File: config.mk
export PLATFORM = sky130hd
export DESIGN_NAME = uart_loader
export DESIGN_NICKNAME = d
export VERILOG_FILES = /design/src/rtl/uart_loader.sv
export SDC_FILE = /design/constraint.sdc
export NUM_CORES = 1
export LEC_CHECK = 0
export CAP_MARGIN = 20
export CORE_ASPECT_RATIO = 1.5
export CORE_MARGIN = 2
export CORE_UTILIZATION = 44
export DETAILED_ROUTE_END_ITERATION = 10
export PLACE_DENSITY = 0.71
export REMOVE_ABC_BUFFERS = 1
export SETUP_SLACK_MARGIN = 0.3
export SLEW_MARGIN = 30
export SYNTH_ARGS = -nofsm -noshare
export SYNTH_HDL_FRONTEND = slang
export SYNTH_SLANG_ARGS = --single-unit
File: constraint.sdc
create_clock -name clk -period 5.85 [get_ports clk]
set_input_delay 1.4625 -clock clk [delete_from_list [all_inputs] [get_ports clk]]
set_output_delay 1.4625 -clock clk [all_outputs]
set_load 0.03 [all_outputs]
File: src/rtl/uart_loader.sv
// Boot loader: parses a length-prefixed, XOR-checksummed UART frame into instruction memory
// and releases the CPU from reset once the frame is accepted.
module uart_loader #(
   parameter int ADDR_WIDTH = 14
) (
   input  logic                  clk,
   input  logic                  rst_n,
   input  logic                  rx_valid,
   input  logic [7:0]            rx_data,
   output logic                  imem_we,
   output logic [ADDR_WIDTH-1:0] imem_addr,
   output logic [31:0]           imem_wdata,
   output logic                  busy,
   output logic                  done,
   output logic                  error,
   output logic                  cpu_rst_n
);

   typedef enum logic [2:0] {
      S_LEN0,
      S_LEN1,
      S_DATA,
      S_SUM,
      S_DONE,
      S_ERR
   } state_t;

   localparam logic [32:0] MAX_LEN = 33'd1 << ADDR_WIDTH;

   state_t              state;
   state_t              state_next;
   logic [15:0]         len;
   logic [ADDR_WIDTH:0] word_idx;
   logic [1:0]          byte_idx;
   logic [23:0]         shift;
   logic [7:0]          xor_acc;
   logic [15:0]         len_full;
   logic                last_word;
   logic                word_wr;

   assign len_full  = {rx_data, len[7:0]};
   assign last_word = (33'(word_idx) + 33'd1) == 33'(len);

   always_comb begin
      state_next = state;
      word_wr    = 1'b0;
      busy       = 1'b0;
      done       = 1'b0;
      error      = 1'b0;
      case (state)
         S_LEN0: begin
            busy = 1'b1;
            if (rx_valid) state_next = S_LEN1;
         end
         S_LEN1: begin
            busy = 1'b1;
            if (rx_valid) begin
               if (33'(len_full) > MAX_LEN) state_next = S_ERR;
               else if (len_full == 16'd0)  state_next = S_SUM;
               else                         state_next = S_DATA;
            end
         end
         S_DATA: begin
            busy = 1'b1;
            if (rx_valid && byte_idx == 2'd3) begin
               word_wr = 1'b1;
               if (last_word) state_next = S_SUM;
            end
         end
         S_SUM: begin
            busy = 1'b1;
            if (rx_valid) state_next = (rx_data == xor_acc) ? S_DONE : S_ERR;
         end
         S_DONE:  done  = 1'b1;
         S_ERR:   error = 1'b1;
         default: state_next = S_ERR;
      endcase
   end

   always_ff @(posedge clk or negedge rst_n) begin
      if (!rst_n) begin
         state      <= S_LEN0;
         len        <= '0;
         word_idx   <= '0;
         byte_idx   <= '0;
         shift      <= '0;
         xor_acc    <= '0;
         imem_we    <= 1'b0;
         imem_addr  <= '0;
         imem_wdata <= '0;
         cpu_rst_n  <= 1'b0;
      end else begin
         state     <= state_next;
         imem_we   <= word_wr;
         cpu_rst_n <= (state_next == S_DONE);
         // The checksum covers every byte before SUM, length bytes included.
         if (rx_valid && (state == S_LEN0 || state == S_LEN1 || state == S_DATA))
            xor_acc <= xor_acc ^ rx_data;
         if (rx_valid && state == S_LEN0) len[7:0]  <= rx_data;
         if (rx_valid && state == S_LEN1) len[15:8] <= rx_data;
         if (rx_valid && state == S_DATA) begin
            byte_idx <= byte_idx + 2'd1;
            if (byte_idx == 2'd3) begin
               imem_addr  <= word_idx[ADDR_WIDTH-1:0];
               imem_wdata <= {rx_data, shift};
               word_idx   <= word_idx + 1'b1;
            end else begin
               shift <= {rx_data, shift[23:8]};
            end
         end
      end
   end

endmodule

---- Word-level counts from Yosys, hierarchy flattened ----
Cells that the tools add are included.
storage, ports and cells
  bits in writable memories ............... 0
  memories ................................ 0
  output and inout port bits .............. 51
  bits in registers ....................... 116
  word-level logic and storage cells ...... 53
  bits in read-only memories .............. 0
  bits in latches ......................... 0
cells by class
  add/sub/neg operators ................... 3
  shift operators ......................... 0
  $lt $le $gt $ge ......................... 1
  reductions and logical operators ........ 13
  multiplexer cells ....................... 14
  divide/modulo/power cells ............... 0
  $mul .................................... 0
  bitwise logic cells ..................... 2
  eq/ne operators ......................... 9
operators by type and width
  kind                     count
  $mux W3                  6
  $add A15 B1 Y16 const B  1
  $eq A16 B16 Y1           1
  $gt A16 B15 Y1 const B   1
  $logic_not A16 Y1        1
  $add A15 B1 Y15 const B  1
  $pmux W3 S5              1
  $eq A3 B3 Y1 const B     3
  $eq A8 B8 Y1             1
  $xor A8 B8 Y8            1
  $mux W1                  7
  $eq A3 B2 Y1 const B     2
  $logic_and A1 B1 Y1      5
  $reduce_and A2 Y1        2
  $reduce_or A4 Y1         1
  $eq A3 B1 Y1 const B     1
  $logic_not A3 Y1         1
  $add A2 B1 Y2 const B    1
  $eq A2 B2 Y1 const B     1
  $logic_or A1 B1 Y1       2
  $reduce_or A2 Y1         1
  $not A1 Y1               1

---- Logic depth before layout (Yosys ltp) ----
  word-level depth ........................ 6
  depth in mapped cells ................... 8
  mapped depth without buffers ............ 7

---- Worst setup path after synthesis ----
Ideal clock, no wire load.
  path kind ............................... input port to flip-flop
  start ................................... in rx_data[7]
  end ..................................... reg cpu_rst_n
  setup time .............................. 0.066 ns
  stages on the path ...................... 7
  required time ........................... 5.784 ns
  data arrival time ....................... 2.705 ns
  slack ................................... 3.079 ns
  path through ............................ clkbuf_1 nor4_1 nand4_1 mux2i_1 o21a_1 o21ai_0 and2_1
between the ends
  cells in the longest elaborated chain, start to end .. 6
  elaborated cells on any way between the ends .. 10
  those cells by class .................... 1 x order compare; 2 x eq/ne; 6 x mux; 1 x reduce/logical
RTL lines
  element                                                                 RTL line  RTL
  start: declaration                                                      9         input logic [7:0] rx_data,
  parallel branches: the longest is 4 deep, another holds $gt A16 B15 Y1  n/a
  $pmux W3 S5 *                                                           50        case (state)
  $eq A3 B3 Y1 *                                                          95        cpu_rst_n <= (state_next == S_DONE);
  end signal: assignment                                                  95
  end: declaration                                                        16        output logic cpu_rst_n
Every way passes the cells marked *.
A chain may end at the register's enable or synchronous reset.

---- Final worst setup path ----
  start ................................... reg state[1]
  end ..................................... out error
between the ends
  cells in the longest elaborated chain, start to end .. 2
RTL lines
  element                   RTL line  RTL
  start: declaration        30        state_t state;
  start signal: assignment  93        state <= state_next;
  $eq A3 B3 Y1              50
  $mux W1                   50
  end: declaration          15        output logic error,
No other way between the ends.

==> run_results.csv <==
group,metric,value,unit
sta,period_share,58.9,%
logic_synthesis,synthCells,497,
clocking,root_buffer,"clkbuf_16",
floorplanning,ioPinCount,62,
sta,finalHoldViolations,0,
worst_setup_path,crit_fanout,10,
worst_setup_path,cp-startpoint,"state[1]",
logic_synthesis,syn_avg_cell_area,10.4,um2
clocking,htree_num_levels,4,
sta,finalSetupTns,0,ns
placed_design,gp_congestion,0.866,
grt,grtUsageMet3,5.04,%
logic_synthesis,yosys_warnings,0,
clocking,cts.repair.resized,0,
power,p_leak,3.07,nW
worst_setup_path,critPathCaptureType,"output port",
floorplanning,core_area,11500,um2
grt,use_met2,30.6,%
worst_hold_path,hp-class,"reg2reg",
logic_synthesis,synth-edff-count,0,
final_layout,final_util,56.0,%
routing,via_per_inst,5.08,
clocking,cts_tree,"built",
floorplanning,die_x,92.3,um
routing,wl_per_cell,15.2,um
grt,antenna_found_initial,0,
clocking,postCtsSetupBuffers,0,
grt,use_met1,23.0,%
sta,slew_headroom,42.7,%
placed_design,hpwl,7.26,mm
routing,drcViolationCount,0,
run_status,outcome,"finished, final reports clean",
worst_setup_path,cp.arrival,1.98,ns
floorplanning,die-height,136,um
logic_synthesis,dominantRegCellSynth,"dfrtp_1",
worst_setup_path,crit_chain,"nand2b_1 -> nor2_1 -> clkdlybuf4s50_1",
power,peakVddDrop,230,uV
clocking,path_clk_slew,0.05,ns
logic_synthesis,synth_area,5150,um2
floorplanning,start_util,44.9,%
sta,finalCriticalPeriod,3.44,ns
sta,rsz0062_at_grt,"no",
flow_run,cap_violations,0,
final_layout,fin_nets,566,
placed_design,port_buffers,61,
worst_setup_path,start_kind,"flip-flop",
sta,tightest_slew,0.859,ns
clocking,numCtsBuffers,17,
logic_synthesis,async_flop_share,100,%
clocking,clock_latency,0.41,ns
grt,grt-busiest-layer,"met2",
final_layout,layout-drive-gt1-share,14.3,%
floorplanning,rows,48,
grt,grt_pass1_vias,3760,
sta,fmax,290,MHz
routing,first_iter_violations,175,
worst_setup_path,worstPathRequired,4.39,ns
grt,grt_overflow,0,
final_layout,areaGrowthSynthToFinish,24.8,%
worst_setup_path,slowest_stage,"clkdlybuf4s50_1",
clocking,clock-sinks,116,
sta,slew_violations,0,
clocking,clockBufferDepth,2,
worst_setup_path,worstSetupPathType,"reg2out",
logic_synthesis,synth-seq-cells,116,
final_layout,antenna_cells,0,
sta,final-setup-viol-count,0,
grt,grt_first_pass_wirelength,18.2,mm
sta,whs,0.466,ns
logic_synthesis,synth.distinct_cells,48,
worst_setup_path,rr_startpoint,"state[0]",
routing,detail-route-antenna-nets,0,
worst_hold_path,worstHoldStart,"shift[0]",
worst_setup_path,critPathMaxStageDelay,0.67,ns
sta,clock_skew,0.00491,ns
routing,routed_wl,10.9,mm
logic_synthesis,yosysSeqAreaShare,56.4,%
clocking,hold_buffers,0,
power,power-per-cell-area,287,nW/um2
floorplanning,die_area,12600,um2
grt,grt_max_degree,89,
grt,grt_usage,18.6,%
routing,vias,3629,
routing,dr.pass1.iters,4,
-- kinds of logic after synthesis --
logic type      Yosys count  share of synthesized area (%)
compound gates           39                           4.74
xor+xnor                 46                           7.83
fa+ha+maj                 2                          0.486
buf+inv                  35                           3.31
flops                   116                           56.4
mux                      40                           8.73
simple gates            219                           18.5
-- power breakdown --
group | switching [W] | internal [W]
sequential | 0 | 0.000803
clock | 0.000362 | 0.000646
combinational | 0.0000253 | 0.00000913
-- cells in the mapped netlist, drive strengths merged, types with 2 or more instances --
master  instances  area share (%)
a31oi           2            0.24
buf            15             1.8
ha              2            0.49
nor2           14             1.0
dfrtp         116              56
mux2           39             8.5
or3             4            0.51
o21ai          17             1.7
nor3            8            0.87
xnor2          30             5.1
inv             8            0.58
a211oi          2            0.29
nand2         159              12
nand2b          3            0.36
nor2b           2            0.24
nand3           7            0.92
nor4            6            0.73
a21oi           7            0.68
xor2           16             2.7
clkbuf         12            0.90
nand4           8            0.97
o21a            2            0.29
-- flip-flops by register name (all words and copies together), names as in the netlist --
register	cells
byte_idx	2
imem_we	1
cpu_rst_n	1
state	3
shift	24
word_idx	15
imem_wdata	32
len	16
xor_acc	8
imem_addr	14
-- placed cells by master (no fill, tap or decap), types with 3 or more instances in the layout --
| master | count |
|---|---|
| nand2_1 | 158 |
| nand2b_1 | 3 |
| xnor2_1 | 30 |
| a21oi_1 | 7 |
| dfrtp_1 | 116 |
| clkinvlp_4 | 7 |
| clkbuf_16 | 17 |
| nand4_1 | 8 |
| inv_1 | 8 |
| nand3_1 | 6 |
| buf_4 | 3 |
| xor2_1 | 16 |
| or3_1 | 3 |
| mux2_2 | 39 |
| o21ai_0 | 16 |
| nor2_1 | 14 |
| clkdlybuf4s50_1 | 60 |
| nor4_1 | 6 |
| nor3_1 | 7 |
-- per-stage QoR --
step                power [W]  instance area, um2  std cells  setup WS, ns
global route          0.00191                6430        715          2.28
finish                0.00185                6430        715          2.41
floorplan            0.000821                5010        470          1.71
CTS                   0.00186                6430        715          2.41
detailed placement   0.000853                5840        684          2.01
global placement     0.000852                5830        684          2.08
-- metal layers --
metal | wire (um) | part of all wire [%] | up-vias
met3 | 382 | 3.5 | 19
met4 | 227 | 2.1 | 0
li1 | - | - | 1758
met5 | 0 | 0 | -
met1 | 4740 | 44 | 1781
met2 | 5540 | 51 | 71
-- final timing paths --
path / end / slack, ns / cells after the start
min in group asynchronous: imem_addr[9] / 1.08 / 1
min reg2reg: imem_wdata[0] / 0.47 / 2
min: imem_wdata[0] / 0.47 / 2
max reg2reg: word_idx[10] / 3.42 / 6
max in group asynchronous: shift[13] / 3.89 / 2
max: error / 2.41 / 3
-- area by class of cell --
cell class	count	area [um2]
Clock buffer	20	457
Clock inverter	11	130
Fill cell	992	5040
Inverter	8	30.0
Multi-Input combinational cell	346	2080
Sequential cell	116	2900
Tap cell	150	188
Timing Repair Buffer	64	634
-- worst max-delay path, delay by kind of cell (launching register included) --
family	cells	cell delay [ns]
simple gates	2	0.39
buf+inv	1	0.67
flops	1	0.50
No activity file was read; power rests on OpenSTA's default activity.
